--- src/rtl/fifo_rd_packer_if.sv ---
// FIFO read port and packed output stream of fifo_rd_packer, bundled as one interface.
// The packer connects through the master modport; the FIFO/sink side uses slave.
interface fifo_rd_packer_if #(
    parameter int WIDTH = 8,
    parameter int LANES = 4
);
    localparam int OUT_WIDTH = WIDTH * LANES;

    logic                 fifo_empty_i;
    logic                 fifo_rd_en_o;
    logic [WIDTH-1:0]     fifo_rdata_i;
    logic                 m_valid_o;
    logic                 m_ready_i;
    logic [OUT_WIDTH-1:0] m_data_o;
    logic [LANES-1:0]     m_keep_o;
    logic                 m_last_o;

    modport master (
        input  fifo_empty_i, fifo_rdata_i, m_ready_i,
        output fifo_rd_en_o, m_valid_o, m_data_o, m_keep_o, m_last_o
    );

    modport slave (
        output fifo_empty_i, fifo_rdata_i, m_ready_i,
        input  fifo_rd_en_o, m_valid_o, m_data_o, m_keep_o, m_last_o
    );
endinterface

--- src/rtl/fifo_rd_packer.sv ---
// Drains a 1-cycle-latency FIFO read port and packs LANES entries per output word;
// flush_i closes a partially filled word with a lane mask and last marker.
module fifo_rd_packer #(
    parameter  int WIDTH     = 8,
    parameter  int LANES     = 4,
    localparam int OUT_WIDTH = WIDTH * LANES
) (
    input  logic             clk_i,
    input  logic             rst_ni,
    input  logic             flush_i,
    fifo_rd_packer_if.master bus
);
    localparam int             CW        = $clog2(LANES + 1);
    localparam logic [CW-1:0]  LAST_LANE = CW'(LANES - 1);
    localparam logic [CW:0]    LANES_C   = (CW + 1)'(LANES);

    typedef enum logic [1:0] {FILL, FLUSH, HOLD} state_t;

    state_t               state;
    logic [CW-1:0]        cnt;
    logic                 inflight;
    logic                 flush_pending;
    logic                 rd_en;
    logic [OUT_WIDTH-1:0] data_q;
    logic [LANES-1:0]     keep_q;
    logic                 valid_q;
    logic                 last_q;

    function automatic logic [LANES-1:0] lane_mask(input logic [CW-1:0] n);
        logic [LANES-1:0] m;
        m = '0;
        for (int i = 0; i < LANES; i++) begin
            if (CW'(i) < n) m[i] = 1'b1;
        end
        return m;
    endfunction

    // Lanes already filled plus the one still in flight bound how far ahead we may read.
    assign rd_en = rst_ni && (state == FILL) && !bus.fifo_empty_i && !flush_pending && !flush_i
                   && (({1'b0, cnt} + {{CW{1'b0}}, inflight}) < LANES_C);

    always_ff @(posedge clk_i) begin
        if (!rst_ni) begin
            state         <= FILL;
            cnt           <= '0;
            inflight      <= 1'b0;
            flush_pending <= 1'b0;
            data_q        <= '0;
            keep_q        <= '0;
            valid_q       <= 1'b0;
            last_q        <= 1'b0;
        end else begin
            inflight <= rd_en;
            if (inflight) begin
                data_q[WIDTH*int'(cnt) +: WIDTH] <= bus.fifo_rdata_i;
                cnt                              <= cnt + 1'b1;
            end
            case (state)
                FILL: begin
                    if (inflight && cnt == LAST_LANE) begin
                        state         <= HOLD;
                        valid_q       <= 1'b1;
                        keep_q        <= '1;
                        last_q        <= flush_pending | flush_i;
                        flush_pending <= 1'b0;
                    end else if (flush_pending) begin
                        state <= FLUSH;
                    end else if (flush_i) begin
                        flush_pending <= 1'b1;
                    end
                end
                FLUSH: begin
                    // Only resolve once no read is outstanding, so every requested entry lands.
                    if (!inflight) begin
                        flush_pending <= 1'b0;
                        if (cnt != '0) begin
                            state   <= HOLD;
                            valid_q <= 1'b1;
                            keep_q  <= lane_mask(cnt);
                            last_q  <= 1'b1;
                        end else begin
                            state <= FILL;
                        end
                    end
                end
                HOLD: begin
                    if (flush_i) flush_pending <= 1'b1;
                    if (bus.m_ready_i) begin
                        state   <= FILL;
                        valid_q <= 1'b0;
                        cnt     <= '0;
                        data_q  <= '0;
                        keep_q  <= '0;
                        last_q  <= 1'b0;
                    end
                end
                default: state <= FILL;
            endcase
        end
    end

    assign bus.fifo_rd_en_o = rd_en;
    assign bus.m_valid_o    = valid_q;
    assign bus.m_data_o     = data_q;
    assign bus.m_keep_o     = keep_q;
    assign bus.m_last_o     = last_q;
endmodule
--- src/flat_wrapper.sv ---
// flat-port wrapper written by rule: the top's interface ports become plain ports
module fifo_rd_packer_flat 
#(
    parameter  int WIDTH     = 8,
    parameter  int LANES     = 4,
    localparam int OUT_WIDTH = WIDTH * LANES
)
  (clk_i, rst_ni, flush_i, bus_fifo_empty_i, bus_fifo_rdata_i, bus_m_ready_i, bus_fifo_rd_en_o, bus_m_valid_o, bus_m_data_o, bus_m_keep_o, bus_m_last_o);
  fifo_rd_packer_if #(.WIDTH(WIDTH), .LANES(LANES)) bus_i ();
  input  logic clk_i;
  input  logic rst_ni;
  input  logic flush_i;
  input wire logic [$bits(bus_i.fifo_empty_i)-1:0] bus_fifo_empty_i;
  input wire logic [$bits(bus_i.fifo_rdata_i)-1:0] bus_fifo_rdata_i;
  input wire logic [$bits(bus_i.m_ready_i)-1:0] bus_m_ready_i;
  output wire logic [$bits(bus_i.fifo_rd_en_o)-1:0] bus_fifo_rd_en_o;
  output wire logic [$bits(bus_i.m_valid_o)-1:0] bus_m_valid_o;
  output wire logic [$bits(bus_i.m_data_o)-1:0] bus_m_data_o;
  output wire logic [$bits(bus_i.m_keep_o)-1:0] bus_m_keep_o;
  output wire logic [$bits(bus_i.m_last_o)-1:0] bus_m_last_o;
  assign bus_i.fifo_empty_i = bus_fifo_empty_i;
  assign bus_i.fifo_rdata_i = bus_fifo_rdata_i;
  assign bus_i.m_ready_i = bus_m_ready_i;
  assign bus_fifo_rd_en_o = bus_i.fifo_rd_en_o;
  assign bus_m_valid_o = bus_i.m_valid_o;
  assign bus_m_data_o = bus_i.m_data_o;
  assign bus_m_keep_o = bus_i.m_keep_o;
  assign bus_m_last_o = bus_i.m_last_o;
  fifo_rd_packer #(.WIDTH(WIDTH), .LANES(LANES)) u_core (.clk_i(clk_i), .rst_ni(rst_ni), .flush_i(flush_i), .bus(bus_i));
endmodule
--- config.mk ---
export PLATFORM = sky130hd
export DESIGN_NAME = fifo_rd_packer_flat
export DESIGN_NICKNAME = d
export VERILOG_FILES = /design/src/rtl/fifo_rd_packer_if.sv /design/src/rtl/fifo_rd_packer.sv /design/src/flat_wrapper.sv
export SDC_FILE = /design/constraint.sdc
export NUM_CORES = 1
export LEC_CHECK = 0
export CAP_MARGIN = 20
export CORE_MARGIN = 1
export CORE_UTILIZATION = 48
export CTS_CLUSTER_SIZE = 10
export DETAILED_ROUTE_END_ITERATION = 6
export MAX_ROUTING_LAYER = met4
export PLACE_DENSITY = 0.81
export REMOVE_ABC_BUFFERS = 1
export SYNTH_ARGS = -nofsm -noshare
export SYNTH_HDL_FRONTEND = slang
export SYNTH_SLANG_ARGS = --single-unit
--- constraint.sdc ---
create_clock -name clk_i -period 2.71 [get_ports clk_i]
set_input_delay 0.542 -clock clk_i [delete_from_list [all_inputs] [get_ports clk_i]]
set_output_delay 0.542 -clock clk_i [all_outputs]
set_load 0.05 [all_outputs]
**Word level (Yosys, flattened, before mapping)**

Cells that the tools add are included.

- Reductions and logical operators: 15
- Bitwise operators: 1
- Multiplexer cells: 35
- Add/subtract/negate cells: 3
- Magnitude comparators: 5
- Shift operators: 2
- Equality and inequality tests: 9

Operators by type and width:

| cell | number |
|---|---|
| 32-bit two-way mux | 3 |
| 6-bit negator with 33-bit output | 1 |
| 8-bit by 33-bit variable shift with 32-bit output (first input constant) | 1 |
| 8-bit by 33-bit indexed part select with 32-bit output | 1 |
| 32-bit bitwise mux | 1 |
| 4-bit two-way mux | 4 |
| 1-bit two-way mux | 14 |
| 4-bit case mux with 3 select lines | 1 |
| 2-bit two-way mux | 5 |
| 3-bit two-way mux | 3 |
| 1-bit case mux with 3 select lines | 3 |
| 2-bit inequality test (second input constant) | 4 |
| 1-bit logical AND | 6 |
| 1-bit by 3-bit < comparator with 1-bit output (first input constant) | 2 |
| 2-bit by 3-bit < comparator with 1-bit output (first input constant) | 2 |
| 2-bit case mux with 3 select lines | 1 |
| 3-bit AND reduction | 2 |
| 3-bit nonzero test | 2 |
| 5-bit AND reduction | 1 |
| 3-bit by 1-bit adder with 4-bit output | 1 |
| 4-bit by 3-bit < comparator with 1-bit output (second input constant) | 1 |
| 3-bit by 1-bit adder with 3-bit output (second input constant) | 1 |
| 3-bit by 2-bit == test with 1-bit output (second input constant) | 1 |
| 1-bit logical NOT | 3 |
| 6 further kinds | 6 |

- Input bits: 13
- Register bits: 45

**Logic depth before layout (Yosys ltp)**

Gate-level depths: netlist of run 1.

- Word-level depth: 6
- Mapped depth: 7
- Gate-level depth less buffers: 7

**Least setup slack after synthesis of run 1**

OpenSTA, ideal clock, no wires.

- Kind: reg-to-reg
- Start: register u_core.cnt[0]
- End: register u_core.last_q, in the netlist u_core.bus.m_last_o
- Stages on the path, launching flop included: 8
- Setup time: 0.116 ns
- Data required time: 2.594 ns
- Clock period less this slack: 2.201 ns
- Arrival time: 2.085 ns
- Setup slack: 0.509 ns
- Cells stage by stage: dfxtp_1 > inv_1 > ha_1 > ha_1 > o21a_1 > a2111oi_4 > nor2_1 > a31o_2

- Word-level cells in the longest chain between the ends: 4
- Elaborated cells on any way between the ends: 6

Ends and longest elaborated chain:

| element | RTL line | text |
|---|---|---|
| from (decl) | fifo_rd_packer.sv:20 | `logic [CW-1:0] cnt;` |
| from (signal assigned) | fifo_rd_packer.sv:56 | `cnt <= cnt + 1'b1;` |
| 3-bit by 2-bit == test with 1-bit output | fifo_rd_packer.sv:60 | `if (inflight && cnt == LAST_LANE) begin` |
| 1-bit logical AND | fifo_rd_packer.sv:60 |  |
| 2-bit inequality test (no source line) | -- |  |
| 5-bit AND reduction (no source line) (*) | -- |  |
| to (signal assigned) | fifo_rd_packer.sv:64 | `last_q <= flush_pending \| flush_i;` |
| to (decl) | fifo_rd_packer.sv:27 | `logic last_q;` |

Mark *: on every way between the ends. The rest lies on a longest branch, timed or not.
A chain may end at the register's enable or synchronous reset.

**Worst setup path after layout of run 1**

- Start: register u_core.state[1]
- End: output port bus_fifo_rd_en_o

- Word-level cells in the longest chain between the ends: 6

Ends and longest elaborated chain:

| element | RTL line | text |
|---|---|---|
| from (decl) | fifo_rd_packer.sv:19 | `state_t state;` |
| from (signal assigned) | fifo_rd_packer.sv:44 | `state <= FILL;` |
| from (signal assigned) | fifo_rd_packer.sv:61 | `state <= HOLD;` |
| from (signal assigned) | fifo_rd_packer.sv:67 | `state <= FLUSH;` |
| 2-bit logical NOT | fifo_rd_packer.sv:39 | `assign rd_en = rst_ni && (state == FILL) && !bus.fifo_empty_i && !flush_pending && !flush_i` |
| 1-bit logical AND (4 in series) | fifo_rd_packer.sv:39 |  |
| 1-bit logical AND | fifo_rd_packer.sv:40 | `&& (({1'b0, cnt} + {{CW{1'b0}}, inflight}) < LANES_C);` |
| to (decl) | flat_wrapper.sv:16 | `output wire logic [$bits(bus_i.fifo_rd_en_o)-1:0] bus_fifo_rd_en_o;` |

Every way passes these cells.

==> results.toml, run 1 <==
[pwr]
internal-power_w = 0.00129
combPwrFrac = 0.368
switchingPower_w = 0.000726
switching_share = 0.360
ir_drop_v = 0.000484
p_leak_nw = 1.07
power_density_mw_per_mm2 = 759
p_seq_frac = 0.391
power.share.clock = 0.241

[cells_and_area]
final_cell_mix = "clkdlybuf4s50_1, dfxtp_1, nand2_1"
seqCellArea_um2 = 901
n_antenna_cell = 0
fillers = 316
multi_input_area_um2 = 1000
layout-drive-gt1-share = 0.0688
fin_area_mm2 = 0.00266
mostFrequentLayoutCell = "clkdlybuf4s50_1"
final_nets = 300
area_growth_pct = 34.7

[clock_network]
cts-root-buf = "clkbuf_8"
cts_setup_buffers = 0
cts_buffers = 5
holdBufCountCts = 0
clockBufferDepth = 2
cts_tree = "built"
post_cts_resized = 0
clkTransAtPathRegs_ns = 0.08
clkLatencyLatePin_ns = 0.29
cts_htree_levels = 2
cts.sinks = 45

[status]
status = "finished, final reports clean"

[global_route]
overflow = 0
gr-usage-all-layers = 0.235
antenna_found_initial = 0
grt_pass1_wl_um = 7450
grt_max_degree = 35
grt_pass1_vias = 1571

[die]
fp.coreArea_mm2 = 0.00380
initial_core_util = 0.519
io_pins = 52
die_w_um = 66.1
rows = 22
die_area_mm2 = 0.00437
die_h_um = 66.1

[detailed_routing]
drtIter0Drc = 106
wire_per_inst_um = 14.3
ant_nets = 0
num_vias = 1762
drt-vias-per-instance = 5.44
dr.pass1.iters = 4
drc = 0
drt-total-wl_um = 4640

[setup_path]
slowest_delay_ns = 0.35
slowest_stage = "dfxtp_1"
crit_path_end_kind = "primary output"
crit_path_frequent_cell = "inv_1"
reg2reg_from = "u_core.cnt[1]"
crit_arrival_ns = 1.81
path_buf_inv = 3
startpoint = "u_core.state[1]"
path_cells = "inv_1 -> ha_1 -> inv_1 -> nor4_1 -> and3_1 -> buf_12"
startpoint_type = "flip-flop"
required_ns = 2.17
critPathTopFamily = "simple AND/OR/NAND/NOR gates"
crit_type = "reg2out"
crit_fanout = 5

[timing]
worstMarginPinSlew_ns = 0.599
setup_ws_ns = 0.362
period_needed_ns = 2.35
period_share = 0.867
slew_headroom = 0.601
fmax_ghz = 0.426
tns_ns = 0
hold_viol = 0
slew_violations = 0
finClkSkew_ns = 0.00605
setup_viol = 0
rsz0062_at_grt = "false"

[yosys]
syn_avg_cell_area_um2 = 8.88
synth-seq-cells = 45
yosys_most_used_dff = "dfxtp_1"
ys_seq_area_frac = 0.457
synth_cells = 222
synth_warnings = 0
async_flop_share = 0
netlist-cell-type-count = 32
netlist_area_mm2 = 0.00197
synth_edf_count = 0

[worst_hold_path]
holdCritStartpoint = "u_core.bus.m_data_o[9]"
min_path_type = "reg2reg"

[job]
maxCapViolations = 0

[placement]
dp.final_hpwl_um = 3430
port_buffers = 51
place_congestion = 0.835
dp_slack_ns = 0.364
dpl_cell_area_mm2 = 0.00255
## through the flow
stage,hold slack (ns),instances,power (W),utilization
after floorplan,0.523,213,0.00132,-
after detailed placement,0.446,317,0.00154,0.672
after CTS,0.458,324,0.00202,0.699
after global placement,0.439,317,0.00153,0.672
final,0.455,324,0.00202,0.699
after global routing,0.480,324,0.00213,0.699
## state kept, by name (all words and copies together) (netlist names)
name and count:
u_core.bus.m_valid_o 1, u_core.inflight 1, u_core.bus.m_data_o 32, u_core.flush_pending 1, u_core.state 2, u_core.cnt 3
u_core.bus.m_keep_o 4, u_core.bus.m_last_o 1
## layout make-up
| cell class | instances | area share |
|---|---|---|
| repair buffers | 56 | 0.210 |
| clock buffers | 5 | 0.0259 |
| well taps | 48 | 0.0226 |
| multi-input cells | 159 | 0.376 |
| clock inverters | 2 | 0.0132 |
| inverters | 9 | 0.0127 |
| flip-flops and latches | 45 | 0.339 |
## final timing paths
path                       endpoint  cells past startpoint  slack [ns]
max                bus_fifo_rd_en_o                      6        0.36
min          u_core.bus.m_data_o[9]                      2        0.46
max reg2reg     u_core.bus.m_last_o                      7        0.37
min reg2reg  u_core.bus.m_data_o[9]                      2        0.46
## worst min-delay path, stage by stage, from the launching register on
cell and delay [ns]:
dfxtp_1 0.31, nand2_1 0.05, a21oi_1 0.05
## power groups by stage
stage	Sequential, W	Clock, W	Combinational [W]
2_1_floorplan	0.000959	0	0.000364
3_3_place_gp	0.000802	0	0.000729
3_5_place_dp	0.000803	0	0.000741
4_1_cts	0.000789	0.000492	0.000744
5_1_grt	0.000800	0.000524	0.000803
6_report	0.000789	0.000486	0.000742
## routing by layer
layer / GRT usage / up-vias / wire length (um)
li1: - / 882 / -
met1: 0.308 / 821 / 2210
met2: 0.352 / 50 / 2100
met3: 0.0672 / 9 / 252
met4: 0.0691 / 0 / 73
met5: - / - / 0
## synthesized netlist by cell type (2+ instances only)
| cell type | count | area, um2 |
|---|---|---|
| dfxtp_1 | 45 | 901 |
| nand2_1 | 28 | 105 |
| nor2_1 | 26 | 97.6 |
| a21oi_1 | 21 | 105 |
| nand3_1 | 19 | 95.1 |
| mux2i_1 | 12 | 120 |
| ha_1 | 11 | 138 |
| inv_1 | 9 | 33.8 |
| a22oi_1 | 8 | 60.1 |
| clkbuf_1 | 8 | 30.0 |
| and3_1 | 5 | 31.3 |
| o21ai_0 | 5 | 25.0 |
| a21o_1 | 3 | 22.5 |
| a211oi_1 | 2 | 15.0 |
| a31o_2 | 2 | 17.5 |
| o21a_1 | 2 | 15.0 |
## cell families (layout without fill, tap and decap cells)
| family | count (synthesis) | after routing | share of synthesized area |
|---|---|---|---|
| AOI/OAI and AO/OA | 48 | 48 | 0.162 |
| xor gates and xnor gates | 1 | 1 | 0.00444 |
| adders and majority gates | 11 | 11 | 0.0698 |
| buffers and inverters | 18 | 72 | 0.0362 |
| DFF | 45 | 45 | 0.457 |
| muxes | 12 | 12 | 0.0609 |
| and+or+nand+nor | 87 | 87 | 0.210 |
No activity file was read; power rests on OpenSTA's default activity.
==> run 2: changes to the inputs <==
ABC_CLOCK_PERIOD_IN_PS = 2050   (was not set)
CORE_UTILIZATION = 43   (was 48)
CTS_CLUSTER_DIAMETER = 100   (was not set)
PLACE_DENSITY = 0.77   (was 0.81)
clock period = 2.05 ns   (was 2.71 ns; I/O delays follow)
==> results.toml, run 2 (synthesis results as in run 1) <==
[die]
die_h_um = 69.7
initial_core_util = 0.450
die_area_mm2 = 0.00486
rows = 24
fp.coreArea_mm2 = 0.00438
io_pins = 52
die_w_um = 69.7

[clock_network]
cts_htree_levels = 2
cts.sinks = 45
clkTransAtPathRegs_ns = 0.08
cts_buffers = 5
clockBufferDepth = 2
clkLatencyLatePin_ns = 0.30
cts_tree = "built"
holdBufCountCts = 0
cts-root-buf = "clkbuf_8"

[setup_path]
required_ns = 1.64
crit_arrival_ns = 1.57
r2r_cells = 7
crit_type = "in2out"
r2r_end = "u_core.bus.m_keep_o[0]"
reg2reg_slack_ns = 0.13
endpoint = "bus_fifo_rd_en_o"
startpoint = "rst_ni"
startpoint_type = "input port"
reg2reg_from = "u_core.cnt[0]"
crit_fanout = 2
crit_path_end_kind = "primary output"

[cells_and_area]
final_nets = 309
largest_reg_flops = 32
fillers = 361
n_antenna_cell = 0
final_cell_mix = "clkdlybuf4s50_1, dfxtp_1, nand2_1"
area_growth_pct = 41.6
mostFrequentLayoutCell = "clkdlybuf4s50_1"
utilization = 0.637
layout-drive-gt1-share = 0.122

[detailed_routing]
dr.pass1.iters = 4
ant_nets = 0
drc = 0
wire_per_inst_um = 14.1
drtIter0Drc = 107
num_vias = 1816
drt-total-wl_um = 4780
drt-vias-per-instance = 5.37

[timing]
slew_headroom = 0.626
setup_viol = 0
worstMarginPinSlew_ns = 0.558
fmax_ghz = 0.506
rsz0062_at_grt = "false"
setup_ws_ns = 0.0736
hold_viol = 0
finClkSkew_ns = 0.00419
period_share = 0.964
slew_violations = 0
period_needed_ns = 1.98

[pwr]
total_power_w = 0.00292
p_leak_nw = 1.14
ir_drop_v = 0.000766
power_density_mw_per_mm2 = 1050

[global_route]
grt_pass1_vias = 1708
grt_max_degree = 35
grt_pass1_wl_um = 7960
gr-usage-all-layers = 0.211
overflow = 0
antenna_found_initial = 0

[job]
maxCapViolations = 0

[worst_hold_path]
hold-path-cell-count = 2
min_path_type = "reg2reg"

[placement]
port_buffers = 51
place_congestion = 0.860
dp.final_hpwl_um = 3540
dp_slack_ns = 0.0189

[status]
status = "finished, final reports clean"
==> run 2: cell types whose count changed in the layout (fill, tap and decap cells not counted), sizes merged <==
cell and change:
bufinv +1, buf +9
==> run 2: final cells by class <==
type                    instances  area (um2)  area share
multi-input cells             159        1020       0.365
flip-flops and latches         45         903       0.323
repair buffers                 65         638       0.228
clock buffers                   5        68.8      0.0246
clock inverters                 3        65.1      0.0233
well taps                      52        65.1      0.0233
inverters                       9        33.8      0.0121
==> run 2: through the flow <==
stage	cells	setup TNS [ns]	hold WS (ns)	area (um2)
3_5_place_dp	330	0	0.446	2640
3_3_place_gp	330	0	0.439	2640
5_1_grt	338	0	0.487	2790
4_1_cts	338	0	0.459	2790
2_1_floorplan	213	-1.55	0.523	1930
6_report	338	0	0.454	2790
==> run 2: power by group <==
group / total, W / internal (W) / switching, W
Clock: 0.000781 / 0.000484 / 0.000297
Sequential: 0.00105 / 0.000972 / 0.0000765
Combinational: 0.00109 / 0.000457 / 0.000636
Total: 0.00292 / 0.00191 / 0.00101
==> run 2: repair_timing <==
item                                    CTS  global route
hold endpoints to repair                  0             0
endpoints found under the setup margin    1             5
pin swaps                                 2             1
gates resized for setup                   7             0
setup buffers                             0             0
==> run 2: worst min-delay path by stage <==
stage | startpoint | endpoint | slack (ns)
final | u_core.bus.m_data_o[25] | u_core.bus.m_data_o[25] | 0.45
after global placement | u_core.bus.m_data_o[10] | u_core.bus.m_data_o[10] | 0.44
after floorplan | u_core.state[0] | u_core.state[0] | 0.52
after detailed placement | u_core.bus.m_data_o[11] | u_core.bus.m_data_o[11] | 0.45
after CTS | u_core.bus.m_data_o[25] | u_core.bus.m_data_o[25] | 0.46
after global routing | u_core.bus.m_data_o[13] | u_core.bus.m_data_o[13] | 0.49
==> run 2: critical path: stages <==
cell and delay [ns]:
clkdlybuf4s50_1 0.47, inv_1 0.06, nor4_2 0.23, and3_1 0.24
buf_12 0.14
==> run 2: layer usage <==
metal | global-route usage | part of all wire | vias up | wire [um]
li1 | - | - | 902 | -
met1 | 0.266 | 0.46 | 849 | 2200
met2 | 0.331 | 0.47 | 59 | 2260
met3 | 0.0291 | 0.054 | 6 | 256
met4 | 0.104 | 0.015 | 0 | 70
met5 | - | 0 | - | 0
==> run 3: changes to the inputs <==
CELL_PAD_IN_SITES_DETAIL_PLACEMENT = 0   (was not set)
CELL_PAD_IN_SITES_GLOBAL_PLACEMENT = 2   (was not set)
CORE_UTILIZATION = 25   (was 43)
PLACE_DENSITY = 0.76   (was 0.77)
==> results.toml, run 3 (synthesis results as in run 1) <==
[cells_and_area]
final_nets = 313
n_antenna_cell = 0
instances_no_fill = 392
area_growth_pct = 44.5
largest_reg_flops = 32
layout-drive-gt1-share = 0.138
fin_area_mm2 = 0.00285
final_cell_mix = "clkdlybuf4s50_1, dfxtp_1, nand2_1"
fillers = 813
mostFrequentLayoutCell = "clkdlybuf4s50_1"

[timing]
timing.hold.ws_ns = 0.456
slew_violations = 0
setup_ws_ns = 0.0739
period_needed_ns = 1.98
slew_headroom = 0.659
finClkSkew_ns = 0.0119
rsz0062_at_grt = "false"
setup_viol = 0
hold_viol = 0
fmax_ghz = 0.506
period_share = 0.964
worstMarginPinSlew_ns = 0.510

[clock_network]
cts_setup_buffers = 0
clkLatencyLatePin_ns = 0.30
cts-root-buf = "clkbuf_8"
cts_htree_levels = 2
cts_buffers = 5
cts_tree = "built"
cts.sinks = 45
clockBufferDepth = 2
clkTransAtPathRegs_ns = 0.10

[pwr]
power_density_mw_per_mm2 = 954
total_power_w = 0.00272
p_leak_nw = 1.13
ir_drop_v = 0.000601

[setup_path]
crit_path_end_kind = "primary output"
r2r_end = "u_core.bus.m_data_o[23]"
startpoint_type = "input port"
crit_arrival_ns = 1.57
required_ns = 1.64
crit_type = "in2out"
crit_fanout = 2
r2r_cells = 8
reg2reg_slack_ns = 0.21
reg2reg_from = "u_core.cnt[0]"

[worst_hold_path]
holdCritStartpoint = "u_core.bus.m_data_o[26]"
min_path_type = "reg2reg"
hold-path-cell-count = 2
whs_endpoint = "u_core.bus.m_data_o[26]"

[placement]
dpl_cell_area_mm2 = 0.00273
place_congestion = 0.754
port_buffers = 51
dp.final_hpwl_um = 3690
dp_slack_ns = 0.0146
place_inst = 384

[global_route]
overflow = 0
grt_pass1_vias = 1658
antenna_found_initial = 0
gr-usage-all-layers = 0.132
grt_max_degree = 35
grt_pass1_wl_um = 8400

[detailed_routing]
ant_nets = 0
drt-total-wl_um = 5190
drt-vias-per-instance = 4.51
drc = 0
wire_per_inst_um = 13.2
num_vias = 1769
drtIter0Drc = 56
dr.pass1.iters = 4

[die]
die_w_um = 90.8
rows = 32
fp.coreArea_mm2 = 0.00769
die_area_mm2 = 0.00825
initial_core_util = 0.257
die_h_um = 90.8
io_pins = 52

[job]
maxCapViolations = 0

[status]
status = "finished, final reports clean"
run 3: cell types whose count changed in the layout (fill, tap and decap cells not counted), sizes merged:
| cell | before | now |
|---|---|---|
| inv | 9 | 10 |
| bufinv | 2 | 0 |
| buf | 15 | 19 |
| clkinvlp | 0 | 1 |
run 3: through the flow:
stage | TNS (ns) | utilization
2_1_floorplan | -1.55 | -
3_3_place_gp | 0 | 0.355
3_5_place_dp | 0 | 0.355
4_1_cts | 0 | 0.370
5_1_grt | 0 | 0.371
6_report | 0 | 0.371
run 3: metal layers:
metal | wire length, um | share of wire | up-vias | track usage
li1 | - | - | 908 | -
met1 | 2640 | 0.51 | 804 | 0.181
met2 | 2200 | 0.42 | 53 | 0.192
met3 | 313 | 0.060 | 4 | 0.0328
met4 | 31 | 0.0060 | 0 | 0.0357
met5 | 0 | 0 | - | -
run 3: cell type report:
type	count	area [um2]	area share
inverter	9	33.8	0.0119
multi-input combinational	159	1030	0.360
tap	102	128	0.0448
sequential	45	903	0.317
clock buffer	5	68.8	0.0241
timing repair buffer	69	668	0.234
clock inverter	3	21.3	0.00746
run 3: worst max-delay path by stage:
| stage | startpoint | to | slack, ns |
|---|---|---|---|
| 2_1_floorplan | u_core.cnt[0] | u_core.bus.m_last_o | -0.15 |
| 3_3_place_gp | rst_ni | bus_fifo_rd_en_o | 0.01 |
| 3_5_place_dp | rst_ni | bus_fifo_rd_en_o | 0.01 |
| 4_1_cts | u_core.state[0] | bus_fifo_rd_en_o | 0.02 |
| 5_1_grt | rst_ni | bus_fifo_rd_en_o | 0.01 |
| 6_report | rst_ni | bus_fifo_rd_en_o | 0.07 |
run 3: power breakdown:
part	total [W]	switching (W)	internal, W
combinational	0.00110	0.000637	0.000467
sequential	0.00104	0.0000712	0.000972
clock	0.000571	0.000329	0.000243
run 3: repair_timing:
action / 4_1_cts / 5_1_grt
endpoints found under the setup margin: 1 / 5
pin swaps: 1 / 3
resized for setup: 7 / 2
hold buffers: 0 / 0
hold endpoints to repair: 0 / 0
cloned: 0 / 0
run 3: critical path: stages:
cell,delay (ns)
clkdlybuf4s50_1,0.50
inv_2,0.07
nor4_4,0.21
and3_1,0.23
buf_12,0.14
==> RTL change 1 (flow settings as in run 1) <==
Make the reset (`rst_ni`) asynchronous in one clocked block.
--- a/src/rtl/fifo_rd_packer.sv
+++ b/src/rtl/fifo_rd_packer.sv
@@ -39,7 +39,7 @@
     assign rd_en = rst_ni && (state == FILL) && !bus.fifo_empty_i && !flush_pending && !flush_i
                    && (({1'b0, cnt} + {{CW{1'b0}}, inflight}) < LANES_C);
 
-    always_ff @(posedge clk_i) begin
+    always_ff @(posedge clk_i or negedge rst_ni) begin
         if (!rst_ni) begin
             state         <= FILL;
             cnt           <= '0;
Function: differs if rst_ni is asserted again (counterexample within 4 cycles, from zero or initial values and one cycle with rst_ni low); with rst_ni held inactive, the same outputs for 10 cycles.
==> RTL change 1 against run 1 <==
Setup slack better by 89 ps. Routed wire length is 13% higher. Cell area is 12% higher. Synthesized area is 17% higher. Sequential cell count stayed put.
Power is not compared: it rests on default switching activity, and its combinational part moved more than twofold at a synthesized area within 25%.
==> RTL change 1: results <==
[run_status]
status = "finished, final reports clean"

[worst_setup_path]
crit_family = "buffers and inverters"
cpPeakStageDelay_ps = 460
critPathArrivalTime_ps = 1720
worstPathMaxFanout = 4
ff2ff_setup_slack_ps = 590
cp_slowest_cell = "clkdlybuf4s50_1"

[logic_synthesis]
synth_common_cells = "dfrtp_1 (45), nand2_1 (31), a21oi_1 (20)"
synth_cell_type_count = 39
synthArstFlopShare = 1.00
synth_top_flop_cell = "dfrtp_1"
ys_seq_area_frac = 0.486
ys_warn_count = 0
synth.area.top_cells = "dfrtp_1 (49%), mux2i_1 (7.8%), nand2_1 (5.0%), ha_1 (4.9%), a21oi_1 (4.3%)"

[cts]
cts_buffer_depth = 2
worst_skew_pair.late_latency_ps = 300
cts_inserted_buffers = 5
post_cts_buffers = 0
cts_resized = 0
clock_tree.root_cell = "clkbuf_8"
path_clk_slew_ps = 90
cts_max_level = 2

[run]
maxCapViolations = 0

[sta]
slew_headroom = 0.476
clock_skew_ps = 11.5

[pwr]
ir_drop_mv = 0.479
leakagePower_uw = 0.00136

[final_layout]
num_antenna_cells = 0
largest_reg_flops = 32
nNetsFinal = 297
drive_gt1_frac = 0.109
num-fill-cells = 375

[routing]
dr.pass1.iters = 4
drt-met1-wl_um = 2490
top_layer_used = "met4"
wl_um = 5230
num_vias = 1839
dr_wl_met2_um = 2340
route.met3.wl_um = 332
drt_iter0_drc = 120

[global_routing]
grt_pass1_vias = 1746
grtUsageMet3 = 0.0492
grt_usage = 0.232
antenna_found_initial = 0
grt_pass1_wl_um = 8860
grt_use_met1 = 0.327
grt_max_degree = 46
use_met2 = 0.340

[placed_design]
hpwl_um = 3730
place.gp.congestion = 0.815
post_dp_cell_area_um2 = 2870
numPortBuffers = 51

[hold_path]
hold_class = "input port to asynchronous set/reset pin"
==> RTL change 1: kinds of logic after synthesis <==
logic type / synth area share
buffers and inverters: 0.0486
multiplexers: 0.102
AO/OA/AOI/OAI: 0.128
XOR/XNOR: 0.00378
AND/OR/NAND/NOR: 0.183
flip-flops: 0.486
adder cells (fa/ha/maj): 0.0486
==> RTL change 1: worst paths after layout <==
path / from / to / cells past startpoint
max: flush_i / bus_fifo_rd_en_o / 4
max reg2reg: u_core.cnt[2]$_DFF_PN0_ / u_core.bus.m_keep_o[3]$_DFFE_PN0P_ / 5
min in group clk_i: u_core.bus.m_last_o$_DFFE_PN0P_ / u_core.bus.m_last_o$_DFFE_PN0P_ / 1
min: rst_ni / u_core.bus.m_data_o[24]$_DFF_PN0_ / 2
min reg2reg: u_core.bus.m_last_o$_DFFE_PN0P_ / u_core.bus.m_last_o$_DFFE_PN0P_ / 1
max in group asynchronous: rst_ni / u_core.state[0]$_DFFE_PN0P_ / 2
==> RTL change 1: stage by stage <==
step                      hold slack, ps  cells   util  setup slack, ps
after global routing                 441    328  0.663              332
after detailed placement             499    320  0.638              441
after global placement               499    320  0.638              465
final                                385    328  0.663              450
after floorplan                      246    209      -              526
after CTS                            407    328  0.663              444
==> RTL change 1: final cells by class <==
class | count | area share
Clock buffer | 6 | 0.0243
Clock inverter | 2 | 0.0130
Inverter | 8 | 0.0101
Multi-Input combinational cell | 156 | 0.361
Sequential cell | 45 | 0.377
Tap cell | 52 | 0.0218
Timing Repair Buffer | 59 | 0.193
==> RTL change 1: power by group <==
part | switching, µW | internal (µW) | total [µW]
Clock | 233 | 277 | 510
Sequential | 95.0 | 825 | 920
Combinational | 1050 | 591 | 1640
==> RTL change 2 (flow settings as in run 1) <==
Made on the original files. `LANES` is set to 4 in 3 places; all go to 2.
--- a/src/rtl/fifo_rd_packer_if.sv
+++ b/src/rtl/fifo_rd_packer_if.sv
@@ -2,7 +2,7 @@
 // The packer connects through the master modport; the FIFO/sink side uses slave.
 interface fifo_rd_packer_if #(
     parameter int WIDTH = 8,
-    parameter int LANES = 4
+    parameter int LANES = 2
 );
     localparam int OUT_WIDTH = WIDTH * LANES;
 
--- a/src/rtl/fifo_rd_packer.sv
+++ b/src/rtl/fifo_rd_packer.sv
@@ -2,7 +2,7 @@
 // flush_i closes a partially filled word with a lane mask and last marker.
 module fifo_rd_packer #(
     parameter  int WIDTH     = 8,
-    parameter  int LANES     = 4,
+    parameter  int LANES     = 2,
     localparam int OUT_WIDTH = WIDTH * LANES
 ) (
     input  logic             clk_i,
--- a/src/flat_wrapper.sv
+++ b/src/flat_wrapper.sv
@@ -2,7 +2,7 @@
 module fifo_rd_packer_flat 
 #(
     parameter  int WIDTH     = 8,
-    parameter  int LANES     = 4,
+    parameter  int LANES     = 2,
     localparam int OUT_WIDTH = WIDTH * LANES
 )
   (clk_i, rst_ni, flush_i, bus_fifo_empty_i, bus_fifo_rdata_i, bus_m_ready_i, bus_fifo_rd_en_o, bus_m_valid_o, bus_m_data_o, bus_m_keep_o, bus_m_last_o);
Interface: changed (resized bus_m_data_o and bus_m_keep_o); port bits go from 52 to 34. No check against the original RTL was run, so the function may have changed too.
==> RTL change 2 against run 1 <==
Sequential power shrank 38%. Largest power group is now combinational cells. Clock power down 44%. Critical path type is now input port to output port. Largest cell class unchanged. Routed wire length is 43% lower. Synthesized cell count down 45%. Fmax decreased by 0.60%. Register-to-register slack improved by 550 ps. Cell area fell by 42%. Sequential cell count fell by 19. Highest routed layer unchanged. Die area shrank 41%. Synthesized area down 42%. Combinational power fell by 24%. Total power down 34%. Global-route usage rose by 0.79 points. Setup slack worse by 14 ps.
==> RTL change 2: results <==
[logic_synthesis]
synth_cell_type_count = 29
synth_common_cells = "dfxtp_1 (26), nor2_1 (20), a22oi_1 (16)"
synth.area.top_cells = "dfxtp_1 (46%), a22oi_1 (11%), ha_1 (8.8%), nor2_1 (6.6%), nand2_1 (3.0%)"
ys_seq_area_frac = 0.456
avgSynthCellArea_um2 = 9.29

[cts]
cts_inserted_buffers = 3
clock_tree.root_cell = "clkbuf_4"
cts_buffer_depth = 2
cts_max_level = 1
cts_resized = 0
worst_skew_pair.late_latency_ps = 330
path_clk_slew_ps = 150

[routing]
num_vias = 1041
dr.pass1.iters = 4
drt_iter0_drc = 23
wl_um = 2650

[worst_setup_path]
cpPeakStageDelay_ps = 450
reg2reg_to = "u_core.flush_pending$_SDFFE_PN0P_"
ff2ff_setup_slack_ps = 920
reg2regPathDepth = 5
critPathArrivalTime_ps = 1820
worstPathMaxFanout = 3
cp-startpoint = "flush_i"
cp_slowest_cell = "clkdlybuf4s50_1"

[hold_path]
hold_class = "flop to flop"

[global_routing]
grtUsageMet3 = 0.0303
grt_usage = 0.243
grt_use_met1 = 0.283
grt_pass1_wl_um = 4600
grt_pass1_vias = 1063
grt_max_degree = 18
use_met2 = 0.433

[placed_design]
pre_cts_ws_ps = 357
place.gp.congestion = 0.899
numPortBuffers = 33
hpwl_um = 1960

[pwr]
leakagePower_uw = 0.000567
power_density_nw_per_um2 = 859
ir_drop_mv = 0.534

[final_layout]
layoutNonFillerInstCount = 184
num-fill-cells = 194
largest_reg_flops = 16
drive_gt1_frac = 0.0641
num_antenna_cells = 0

[sta]
clock_skew_ps = 6.35
slew_headroom = 0.641
worst_slack_ps = 347

[run_status]
status = "finished, final reports clean"
==> RTL change 2: changes by cell type after synthesis, moves of 4 or more <==
| cell | delta |
|---|---|
| nand2_1 | -19 |
| nand3_1 | -15 |
| clkbuf_1 | -7 |
| mux2i_1 | -11 |
| a22oi_1 | +8 |
| nor2_1 | -6 |
| a21oi_1 | -17 |
| and3_1 | -4 |
| dfxtp_1 | -19 |
==> RTL change 2: power breakdown <==
part	switching, µW	internal (µW)	total (µW)
Sequential	49.7	443	493
Combinational	349	215	563
Clock	122	150	272
==> RTL change 2: final cells by class <==
class,count,share of cell area
multi-input cells,87,0.372
flip-flops and latches,26,0.337
repair buffers,33,0.220
well taps,28,0.0227
clock inverters,1,0.0194
clock buffers,3,0.0146
inverters,6,0.0146
==> RTL change 2: how the worst min path moves through the flow <==
stage                                      start                                 to  slack, ps  cells past startpoint
2_1_floorplan           u_core.cnt[1]$_SDFF_PN0_           u_core.cnt[1]$_SDFF_PN0_        480                      2
3_3_place_gp   u_core.bus.m_valid_o$_SDFFE_PN0P_  u_core.bus.m_valid_o$_SDFFE_PN0P_        460                      2
3_5_place_dp   u_core.bus.m_valid_o$_SDFFE_PN0P_  u_core.bus.m_valid_o$_SDFFE_PN0P_        470                      2
4_1_cts        u_core.bus.m_valid_o$_SDFFE_PN0P_  u_core.bus.m_valid_o$_SDFFE_PN0P_        490                      2
5_1_grt        u_core.bus.m_valid_o$_SDFFE_PN0P_  u_core.bus.m_valid_o$_SDFFE_PN0P_        510                      2
6_report       u_core.bus.m_valid_o$_SDFFE_PN0P_  u_core.bus.m_valid_o$_SDFFE_PN0P_        490                      2
==> RTL change 2: cell families (layout without fill, tap and decap cells) <==
kind of cell               count (synthesis)  count (layout)  synth area share
muxes                                      1               1           0.00876
buffers and inverters                     10              43            0.0416
AOI/OAI and AO/OA                         34              34             0.212
adders and majority gates                  8               8            0.0876
and+or+nand+nor                           44              44             0.194
DFF                                       26              26             0.456
==> RTL change 2: worst register-to-register path: cells and delay by family, from the launching register on <==
kind,cells,cell delay (ps)
adder cells (fa/ha/maj),1,220
flip-flops,1,380
AO/OA/AOI/OAI,1,250
buffers and inverters,1,100
AND/OR/NAND/NOR,2,760
==> RTL change 2: per-layer routing <==
metal / share of wire / vias up
li1: - / 510
met1: 0.44 / 492
met2: 0.51 / 34
met3: 0.042 / 5
met4: 0.0098 / 0
met5: 0 / -
==> RTL change 2: stage by stage <==
| stage | util | area (µm²) |
|---|---|---|
| floorplan | - | 1120 |
| global placement | 0.668 | 1490 |
| detailed placement | 0.668 | 1490 |
| CTS | 0.692 | 1550 |
| global route | 0.692 | 1550 |
| finish | 0.692 | 1550 |
